[src/rtl/sbqm_pkg.sv]
// ============================================================================
//  Module      : sbqm_pkg
//  Description : Shared types and default sizing for the bank queue wait-time
//                calculator.
//  Revision    : 1.0 - initial release
// ============================================================================
`default_nettype none

package sbqm_pkg;

    typedef enum logic [1:0] {
        IDLE = 2'd0,
        DIV  = 2'd1,
        FIN  = 2'd2
    } state_e;

    localparam int unsigned c_DEF_TC_W     = 2;
    localparam int unsigned c_DEF_PC_W     = 3;
    localparam int unsigned c_DEF_WT_W     = 5;
    localparam int unsigned c_DEF_SVC_TIME = 3;

    // Largest value representable on a wt_w-bit wait-time bus
    function automatic int unsigned wt_max(input int unsigned wt_w);
        return (32'd1 << wt_w) - 32'd1;
    endfunction

endpackage

`default_nettype wire

[src/rtl/seq_divider.sv]
// ============================================================================
//  Module      : seq_divider
//  Description : Restoring divider, one quotient bit per cycle, MSB first.
//  Revision    : 1.0 - initial release
// ============================================================================
`default_nettype none

module seq_divider #(
    parameter int unsigned DVD_W = 3,
    parameter int unsigned DVS_W = 2
) (
    input  logic             clk,
    input  logic             rst,
    input  logic             start,
    input  logic [DVD_W-1:0] dividend,
    input  logic [DVS_W-1:0] divisor,
    output logic             done,
    output logic [DVD_W-1:0] quotient,
    output logic [DVS_W:0]   remainder
);

    localparam int unsigned c_CNT_W = (DVD_W > 1) ? $clog2(DVD_W) : 1;

    logic               busy_q;
    logic [c_CNT_W-1:0] cnt_q;
    logic [DVD_W-1:0]   quo_q;
    logic [DVS_W:0]     rem_q;
    logic [DVS_W-1:0]   dvs_q;

    logic [DVS_W:0]     w_rem_sh;
    logic [DVS_W:0]     w_rem_sub;
    logic               w_fits;

    // Remainder stays below the divisor, so its MSB is always free for the shift
    assign w_rem_sh  = {rem_q[DVS_W-1:0], quo_q[DVD_W-1]};
    assign w_rem_sub = w_rem_sh - {1'b0, dvs_q};
    assign w_fits    = (w_rem_sh >= {1'b0, dvs_q});

    always_ff @(posedge clk) begin
        if (rst) begin
            busy_q <= 1'b0;
            cnt_q  <= '0;
            quo_q  <= '0;
            rem_q  <= '0;
            dvs_q  <= '0;
        end else if (start && !busy_q) begin
            busy_q <= 1'b1;
            cnt_q  <= c_CNT_W'(DVD_W - 1);
            quo_q  <= dividend;
            rem_q  <= '0;
            dvs_q  <= divisor;
        end else if (busy_q) begin
            rem_q <= w_fits ? w_rem_sub : w_rem_sh;
            quo_q <= (quo_q << 1) | DVD_W'(w_fits);
            cnt_q <= cnt_q - 1'b1;
            if (cnt_q == '0) begin
                busy_q <= 1'b0;
            end
        end
    end

    // High during the final step; quotient/remainder are valid from the next cycle
    assign done      = busy_q && (cnt_q == '0);
    assign quotient  = quo_q;
    assign remainder = rem_q;

endmodule

`default_nettype wire

[src/rtl/wait_time_calc.sv]
// ============================================================================
//  Module      : wait_time_calc
//  Description : Wait time = SVC_TIME * ceil(pcount / tcount), saturated,
//                with start/busy/done handshake.
//  Revision    : 1.0 - initial release
// ============================================================================
`default_nettype none

module wait_time_calc
    import sbqm_pkg::*;
#(
    parameter int unsigned TC_W     = c_DEF_TC_W,
    parameter int unsigned PC_W     = c_DEF_PC_W,
    parameter int unsigned SVC_TIME = c_DEF_SVC_TIME,
    parameter int unsigned WT_W     = c_DEF_WT_W
) (
    input  logic            clk,
    input  logic            rst,
    input  logic            start,
    input  logic [TC_W-1:0] tcount,
    input  logic [PC_W-1:0] pcount,
    output logic            busy,
    output logic            done,
    output logic [WT_W-1:0] wtime,
    output logic            err,
    output logic            sat
);

    localparam int unsigned         c_PROD_W = PC_W + WT_W;
    localparam logic [c_PROD_W-1:0] c_WT_MAX = c_PROD_W'(wt_max(WT_W));

    state_e              state_q, state_d;
    logic                err_pend_q, err_pend_d;
    logic                done_q, done_d;
    logic [WT_W-1:0]     wtime_q, wtime_d;
    logic                err_q, err_d;
    logic                sat_q, sat_d;

    logic                w_tzero;
    logic                w_div_start;
    logic                w_div_done;
    logic [PC_W-1:0]     w_div_quo;
    logic [TC_W:0]       w_div_rem;
    logic [c_PROD_W-1:0] w_q_ceil;
    logic [c_PROD_W-1:0] w_prod;
    logic                w_sat;

    assign w_tzero = (tcount == '0);

    seq_divider #(
        .DVD_W (PC_W),
        .DVS_W (TC_W)
    ) u_div (
        .clk       (clk),
        .rst       (rst),
        .start     (w_div_start),
        .dividend  (pcount),
        .divisor   (tcount),
        .done      (w_div_done),
        .quotient  (w_div_quo),
        .remainder (w_div_rem)
    );

    always_ff @(posedge clk) begin
        if (rst) begin
            state_q    <= IDLE;
            err_pend_q <= 1'b0;
        end else begin
            state_q    <= state_d;
            err_pend_q <= err_pend_d;
        end
    end

    always_comb begin
        state_d    = state_q;
        err_pend_d = err_pend_q;
        unique case (state_q)
            IDLE: begin
                if (start) begin
                    err_pend_d = w_tzero;
                    state_d    = w_tzero ? FIN : DIV;
                end
            end
            DIV:     if (w_div_done) state_d = FIN;
            FIN:     state_d = IDLE;
            default: state_d = IDLE;
        endcase
    end

    always_comb begin
        busy        = (state_q != IDLE);
        w_div_start = (state_q == IDLE) && start && !w_tzero;
    end

    // Round the quotient up, scale by service time, then clip to the bus
    assign w_q_ceil = c_PROD_W'(w_div_quo) + c_PROD_W'(|w_div_rem);
    assign w_prod   = w_q_ceil * c_PROD_W'(SVC_TIME);
    assign w_sat    = (w_prod > c_WT_MAX);

    always_comb begin
        done_d  = (state_q == FIN);
        wtime_d = wtime_q;
        err_d   = err_q;
        sat_d   = sat_q;
        if (state_q == FIN) begin
            if (err_pend_q) begin
                wtime_d = '0;
                err_d   = 1'b1;
                sat_d   = 1'b0;
            end else begin
                wtime_d = w_sat ? c_WT_MAX[WT_W-1:0] : w_prod[WT_W-1:0];
                err_d   = 1'b0;
                sat_d   = w_sat;
            end
        end
    end

    always_ff @(posedge clk) begin
        if (rst) begin
            done_q  <= 1'b0;
            wtime_q <= '0;
            err_q   <= 1'b0;
            sat_q   <= 1'b0;
        end else begin
            done_q  <= done_d;
            wtime_q <= wtime_d;
            err_q   <= err_d;
            sat_q   <= sat_d;
        end
    end

    assign done  = done_q;
    assign wtime = wtime_q;
    assign err   = err_q;
    assign sat   = sat_q;

endmodule

`default_nettype wire

[config.mk]
export PLATFORM = sky130hd
export DESIGN_NAME = wait_time_calc
export DESIGN_NICKNAME = d
export VERILOG_FILES = /design/src/rtl/sbqm_pkg.sv /design/src/rtl/seq_divider.sv /design/src/rtl/wait_time_calc.sv
export SDC_FILE = /design/constraint.sdc
export NUM_CORES = 1
export LEC_CHECK = 0
export CORE_MARGIN = 8
export CORE_UTILIZATION = 65
export CTS_CLUSTER_DIAMETER = 40
export CTS_CLUSTER_SIZE = 12
export DETAILED_ROUTE_END_ITERATION = 7
export DONT_BUFFER_PORTS = 1
export GPL_TIMING_DRIVEN = 0
export PLACE_DENSITY_LB_ADDON = 0.1
export SLEW_MARGIN = 10
export SYNTH_ARGS = -nofsm -noshare
export SYNTH_HDL_FRONTEND = slang
export SYNTH_SLANG_ARGS = --single-unit
[constraint.sdc]
create_clock -name clk -period 3.9 [get_ports clk]
set_input_delay 0.195 -clock clk [delete_from_list [all_inputs] [get_ports clk]]
set_output_delay 0.195 -clock clk [all_outputs]
set_load 0.01 [all_outputs]
==> results of run 1 <==
==> cells in the final DEF (no fill, tap or decap), types with 2 or more instances in the layout <==
| cell type | Yosys | final |
|---|---|---|
| a211oi_1 | 3 | 3 |
| a21o_1 | 2 | 2 |
| a21oi_1 | 9 | 9 |
| a22oi_1 | 2 | 2 |
| clkbuf_1 | 4 | 4 |
| clkbuf_4 | 0 | 3 |
| dfxtp_1 | 22 | 22 |
| fa_1 | 2 | 2 |
| ha_1 | 10 | 10 |
| inv_1 | 8 | 8 |
| mux2_2 | 2 | 2 |
| mux2i_1 | 4 | 4 |
| nand2_1 | 10 | 10 |
| nand2b_1 | 3 | 3 |
| nor2_1 | 16 | 16 |
| nor3_1 | 5 | 5 |
| o21ai_0 | 7 | 7 |
| o31ai_1 | 2 | 2 |
| or3_1 | 2 | 2 |
| xor2_1 | 5 | 5 |
==> per-layer routing <==
layer	vias up	wire, um	track usage
met4	0	59	0.0874
li1	468	-	-
met1	427	1030	0.157
met3	7	79	0.0348
met5	-	0	0
met2	13	1060	0.244
==> stage by stage <==
step	cells	power [W]	area (sq um)
after floorplan	133	0.000337	1170
after CTS	162	0.000481	1240
final	163	0.000478	1250
after global routing	163	0.000508	1250
after detailed placement	158	0.000357	1210
after global placement	158	0.000353	1210
==> cell families after synthesis <==
family,Yosys count,synth area share
AO/OA/AOI/OAI,31,0.170
flip-flops,22,0.375
adder cells (fa/ha/maj),12,0.141
multiplexers,6,0.0532
XOR/XNOR,5,0.0373
AND/OR/NAND/NOR,43,0.173
buffers and inverters,14,0.0511
==> power by group through the flow <==
stage	Clock, W	Combinational [W]	Sequential (W)
6_report	0.000126	0.000101	0.000251
5_1_grt	0.000139	0.000116	0.000253
4_1_cts	0.000128	0.000101	0.000252
3_5_place_dp	0	0.000101	0.000257
3_3_place_gp	0	0.0000969	0.000256
2_1_floorplan	0	0.0000837	0.000253
==> Yosys cell counts <==
library cell  instances
dfxtp_1              22
nor2_1               16
ha_1                 10
nand2_1              10
a21oi_1               9
inv_1                 8
o21ai_0               7
nor3_1                5
xor2_1                5
clkbuf_1              4
mux2i_1               4
a211oi_1              3
nand2b_1              3
a21o_1                2
a22oi_1               2
fa_1                  2
mux2_2                2
o31ai_1               2
or3_1                 2
a21boi_0              1
a221oi_2              1
a31o_2                1
and2_1                1
and3_1                1
buf_6                 1
clkinv_1              1
nand3_1               1
nand3b_1              1
nand4_1               1
o21a_1                1
o21ai_1               1
o22a_1                1
or2_4                 1
or3b_1                1
==> final cells by class <==
class                           instances  share of cell area
Timing Repair Buffer                    1             0.00799
Inverter                                9              0.0270
Multi-Input combinational cell         97               0.538
Buffer                                  5              0.0210
Tap cell                               25              0.0250
Sequential cell                        22               0.352
Clock buffer                            4              0.0290
==> worst max-delay path, stage by stage (launching register included) <==
cell and delay [ps]:
dfxtp_1 360, or3_1 360, ha_1 230, ha_1 280, ha_1 230, fa_1 400
a31o_2 300, a22oi_1 140, o21ai_0 100
==> state kept, by name, summed over array words and instances (netlist names) <==
signal,flops
err,1
sat,1
u_div.remainder,3
u_div.quotient,3
u_div.dvs_q,2
done,1
err_pend_q,1
state_q,2
u_div.cnt_q,2
u_div.busy_q,1
wtime,5
==> how the worst min path moves through the flow <==
stage                         start  depth (start not counted)                           to
after global routing      tcount[0]                          2  u_div.dvs_q[0]$_SDFFE_PP0P_
after detailed placement  tcount[1]                          2  u_div.dvs_q[1]$_SDFFE_PP0P_
final                     tcount[0]                          2  u_div.dvs_q[0]$_SDFFE_PP0P_
after global placement    tcount[0]                          2  u_div.dvs_q[0]$_SDFFE_PP0P_
after CTS                 tcount[0]                          2  u_div.dvs_q[0]$_SDFFE_PP0P_
after floorplan           tcount[0]                          2  u_div.dvs_q[0]$_SDFFE_PP0P_
==> timing repair <==
action | CTS | global route
endpoints found under the hold margin | 0 | 1
gates resized for setup | 0 | 0
hold buffers | 0 | 1
==> results.sh, run 1 <==
export IMPL_p_per_area_nw_per_um2=382
export IMPL_combPwrFrac=0.211
export IMPL_yosysWarnings=0
export IMPL_register_area_sq_um=440
export IMPL_yosys_top_cells_area="dfxtp_1, ha_1, nor2_1"
export IMPL_worst_path_max_fanout=6
export IMPL_r2r_end="wtime[4]$_SDFFE_PP0P_"
export IMPL_status="finished clean"
export IMPL_wl_mm=2.22
export IMPL_crit_required_ps=4100
export IMPL_coreArea_sq_um=1710
export IMPL_place_ws_ps=1400
export IMPL_period_minus_slack_ps=2510
export IMPL_grt_max_degree=13
export IMPL_gr_total_overflow=0
export IMPL_grt_pass1_vias=922
export IMPL_die_area_sq_um=3420
export IMPL_cts_tree="yes"
export IMPL_ir_drop_mv=0.325
export IMPL_worst_setup_path_type="reg -> reg"
export IMPL_final_setup_tns_ps=0
export IMPL_fin_util=0.733
export IMPL_cts_root_buf="clkbuf_4"
export IMPL_ys_seq_area_frac=0.375
export IMPL_rows=15
export IMPL_initial_core_util=0.688
export IMPL_setup_viol=0
export IMPL_grt_pass1_wl_mm=3.86
export IMPL_internal_power_w=0.000341
export IMPL_crit_path_start_kind="flop"
export IMPL_syn_area_per_cell_sq_um=8.83
export IMPL_min_path_type="in -> reg"
export IMPL_endpoint="wtime[4]$_SDFFE_PP0P_"
export IMPL_io_buffers=0
export IMPL_yosysTopAreaCell="dfxtp_1"
export IMPL_die_y_um=58.5
export IMPL_cts_buffer_depth=2
export IMPL_p_sw_w=0.000137
export IMPL_slew_headroom=0.676
export IMPL_max_freq_mhz=398
export IMPL_track_usage=0.144
export IMPL_die_w_um=58.5
export IMPL_numCtsBuffers=3
export IMPL_fillCellCount=133
export IMPL_multi_input_area_sq_um=674
export IMPL_drtPass1Iterations=4
export IMPL_drtIter0Drc=15
export IMPL_dr_total_vias=915
export IMPL_leakage_nw=0.568
export IMPL_antenna_found_initial=0
export IMPL_synth_distinct_cells=34
export IMPL_grt_setup_unrepaired="false"
export IMPL_syn_cell_area_sq_um=1170
export IMPL_clk_latency_ps=310
export IMPL_remaining_drc_errors=0
export IMPL_worst_r2r_path_depth=8
export IMPL_seqPwrFrac=0.525
export IMPL_antennaDiodeCount=0
export IMPL_p_clk_frac=0.264
export IMPL_cts_sinks=22
export IMPL_crit_path_start="u_div.remainder[0]$_SDFFE_PP0P_"
export IMPL_wl_per_cell_um=13.6
export IMPL_hold_viol=0
export IMPL_swShare=0.287
export IMPL_finalNetCount=159
export IMPL_ys_ff_latch=22
export IMPL_arrival_ps=2720
export IMPL_setup_slack_ps=1390
export IMPL_ios=17
export IMPL_worstMarginPinSlew_ps=486
export IMPL_area_growth_pct=6.60
export IMPL_routabilityCongestion=0.772
export IMPL_whs_ps=6.66
export IMPL_synth_nets=153
export IMPL_skew_ps=5.28
export IMPL_drv_slew=0
export IMPL_drive_above_1_share=0.0725
export IMPL_netlist_instances=133
export IMPL_worstReg2RegStart="u_div.remainder[0]$_SDFFE_PP0P_"
export IMPL_drv_cap=0
export IMPL_place_hpwl_mm=1.75
export IMPL_ctsHtreeMaxLevel=1
export IMPL_cts_setup_buffers=0
export IMPL_path_clk_slew_ps=120
export IMPL_end_kind="flop"
export IMPL_finalCritPeriodShare=0.644
export IMPL_rrSetupSlack_ps=1390
export IMPL_ant_nets=0
export IMPL_yosysTopAreaCellShare=0.375
export IMPL_viasPerCell=5.61
Power figures use the tool's default switching activity.
==> inputs of run 2 (changes only) <==
ABC_AREA = 1   (was default)
CORE_UTILIZATION = 61   (was 65)
clock period = 2.49 ns   (was 3.9 ns; I/O delays follow)
==> results.sh, run 2 <==
export IMPL_netlist_instances=156
export IMPL_finalCritPeriodShare=0.918
export IMPL_swShare=0.332
export IMPL_numCtsBuffers=3
export IMPL_status="finished clean"
export IMPL_synth_ff_type="dfxtp_1"
export IMPL_cp_common_cell="ha_1"
export IMPL_syn_cell_area_sq_um=1240
export IMPL_synthArstFlopShare=0
export IMPL_critPathMaxStageDelay_ps=400
export IMPL_hold_viol=0
export IMPL_arrival_ps=2450
export IMPL_wl_per_cell_um=13.0
export IMPL_max_freq_mhz=438
export IMPL_hold_end="u_div.quotient[0]$_SDFFE_PP0P_"
export IMPL_p_sw_w=0.000257
export IMPL_track_usage=0.147
export IMPL_setup_viol=0
export IMPL_worstMarginPinSlew_ps=508
export IMPL_r2r_end="wtime[3]$_SDFFE_PP0P_"
export IMPL_drv_cap=0
export IMPL_worstReg2RegStart="u_div.remainder[1]$_SDFFE_PP0P_"
export IMPL_drive_above_1_share=0.116
export IMPL_internal_power_w=0.000517
export IMPL_p_total_w=0.000774
export IMPL_end_kind="flop"
export IMPL_crit_path_start="u_div.remainder[1]$_SDFFE_PP0P_"
export IMPL_die_y_um=61.2
export IMPL_area_growth_pct=8.54
export IMPL_grt_pass1_vias=1038
export IMPL_worst_setup_path_type="reg -> reg"
export IMPL_leakage_nw=0.664
export IMPL_layout_commonest_cell="nand2_1"
export IMPL_initial_core_util=0.641
export IMPL_grt_max_degree=12
export IMPL_io_buffers=0
export IMPL_viasPerCell=5.28
export IMPL_die_area_sq_um=3740
export IMPL_grt_setup_unrepaired="false"
export IMPL_gr_total_overflow=0
export IMPL_min_from="pcount[0]"
export IMPL_drtPass1Iterations=4
export IMPL_p_clk_frac=0.204
export IMPL_routabilityCongestion=0.828
export IMPL_skew_ps=13.3
export IMPL_ios=17
export IMPL_register_area_sq_um=440
export IMPL_ant_nets=0
export IMPL_seqPwrFrac=0.525
export IMPL_p_per_area_nw_per_um2=573
export IMPL_cp_slowest_cell="fa_1"
export IMPL_cts_setup_buffers=0
export IMPL_ir_drop_mv=0.513
export IMPL_cts_sinks=22
export IMPL_synth_edf_count=0
export IMPL_multi_input_area_sq_um=696
export IMPL_finalNetCount=186
export IMPL_yosysTopAreaCellShare=0.354
export IMPL_synthTopCellsByCount="nand2_1, dfxtp_1, inv_1, nor2_1, a21oi_1"
export IMPL_ctsHtreeMaxLevel=1
export IMPL_wl_mm=2.48
export IMPL_synth_distinct_cells=25
export IMPL_worst_r2r_path_depth=9
export IMPL_rrSetupSlack_ps=200
export IMPL_holdPathStages=4
export IMPL_period_minus_slack_ps=2290
export IMPL_remaining_drc_errors=0
export IMPL_combPwrFrac=0.270
export IMPL_crit_chain="nor2_1 -> nand2_1 -> ha_1 -> ha_1 -> ha_1 -> fa_1 -> xor2_1 -> a22oi_1 -> a21oi_1"
export IMPL_yosysTopAreaCell="dfxtp_1"
export IMPL_mostFrequentLayoutCells="nand2_1, dfxtp_1, inv_1"
export IMPL_antenna_found_initial=0
export IMPL_dr_total_vias=1009
export IMPL_antennaDiodeCount=0
export IMPL_min_path_type="in -> reg"
export IMPL_slew_headroom=0.661
export IMPL_drv_slew=0
export IMPL_syn_area_per_cell_sq_um=7.98
export IMPL_ys_seq_area_frac=0.354
export IMPL_largest_reg_flops=5
export IMPL_synth_nets=176
export IMPL_crit_path_start_kind="flop"
export IMPL_grt_pass1_wl_mm=4.21
export IMPL_cts_tree="yes"
export IMPL_rows=16
export IMPL_post_cts_resized=0
export IMPL_ys_ff_latch=22
export IMPL_worst_path_max_fanout=4
export IMPL_crit_required_ps=2660
export IMPL_yosysWarnings=0
export IMPL_die_w_um=61.2
export IMPL_place_hpwl_mm=1.95
export IMPL_final_setup_tns_ps=0
export IMPL_drtIter0Drc=54
export IMPL_cts_root_buf="clkbuf_4"
export IMPL_fillCellCount=169
export IMPL_path_clk_slew_ps=120
export IMPL_yosys_top_cells_area="dfxtp_1, ha_1, nand2_1"
export IMPL_coreArea_sq_um=1940
export IMPL_yosysMostFrequentCell="nand2_1"
export IMPL_cts_buffer_depth=2
export IMPL_clk_latency_ps=310
-- run 2: cell types whose count changed after synthesis, sizes merged, moves of 3 or more --
cell / previous run / this run
nand2: 10 / 27
nor2: 16 / 21
inv: 8 / 23
mux2i: 4 / 0
a211oi: 3 / 0
nor3: 5 / 2
nand3: 1 / 11
clkbuf: 4 / 1
nand2b: 3 / 0
a21oi: 9 / 15
-- run 2: how the worst max path moves through the flow --
stage	to	cells after the start	slack (ps)
final	wtime[3]$_SDFFE_PP0P_	9	200
after global routing	wtime[4]$_SDFFE_PP0P_	12	90
after CTS	wtime[3]$_SDFFE_PP0P_	9	190
after detailed placement	wtime[3]$_SDFFE_PP0P_	9	230
after global placement	wtime[3]$_SDFFE_PP0P_	9	320
after floorplan	wtime[3]$_SDFFE_PP0P_	9	430
-- run 2: what timing repair did --
action	4_1_cts	5_1_grt
hold endpoints to repair	9	0
setup endpoints to repair	0	0
hold buffers	5	0
-- run 2: power groups by stage --
stage          Sequential (W)  Clock (W)  Combinational [W]
2_1_floorplan        0.000409          0           0.000163
3_3_place_gp         0.000413          0           0.000190
3_5_place_dp         0.000414          0           0.000202
4_1_cts              0.000406   0.000159           0.000211
5_1_grt              0.000410   0.000172           0.000238
6_report             0.000406   0.000158           0.000209
-- run 2: cell type report --
type / instances / share of cell area
plain buffers: 3 / 0.0139
clock buffers: 3 / 0.0167
inverters: 24 / 0.0667
multi-input cells: 107 / 0.515
flip-flops and latches: 22 / 0.326
well taps: 27 / 0.0250
repair buffers: 5 / 0.0370
-- run 2: critical path, delay by kind of cell, from the launching register on --
kind | cells | cell delay [ps]
simple gates | 2 | 190
compound gates | 2 | 230
fa+ha+maj | 4 | 1170
xor+xnor | 1 | 180
flops | 1 | 370
-- run 2: cells by family (layout without fill, tap and decap cells) --
family | count (synthesis) | after routing | synth area share
xor gates and xnor gates | 4 | 4 | 0.0281
and+or+nand+nor | 63 | 63 | 0.269
AOI/OAI and AO/OA | 28 | 28 | 0.129
buffers and inverters | 27 | 35 | 0.0874
DFF | 22 | 22 | 0.354
adders and majority gates | 12 | 12 | 0.133
-- run 2: through the flow --
stage | worst slack, ps | instance area [sq um] | hold WS, ps | utilization | instances
after floorplan | 430 | 1240 | 259 | - | 156
after global placement | 319 | 1280 | 269 | 0.659 | 183
after detailed placement | 232 | 1280 | 272 | 0.659 | 183
after CTS | 192 | 1350 | 24.1 | 0.696 | 191
after global routing | 90.3 | 1350 | 40.1 | 0.696 | 191
final | 205 | 1350 | 31.4 | 0.696 | 191
-- run 2: per-layer routing --
metal  up-vias  share of wire  global-route usage
met5         -              0                   0
met2        18           0.52               0.269
li1        521              -                   -
met4         0         0.0085              0.0631
met1       468           0.40               0.145
met3         2          0.066              0.0543
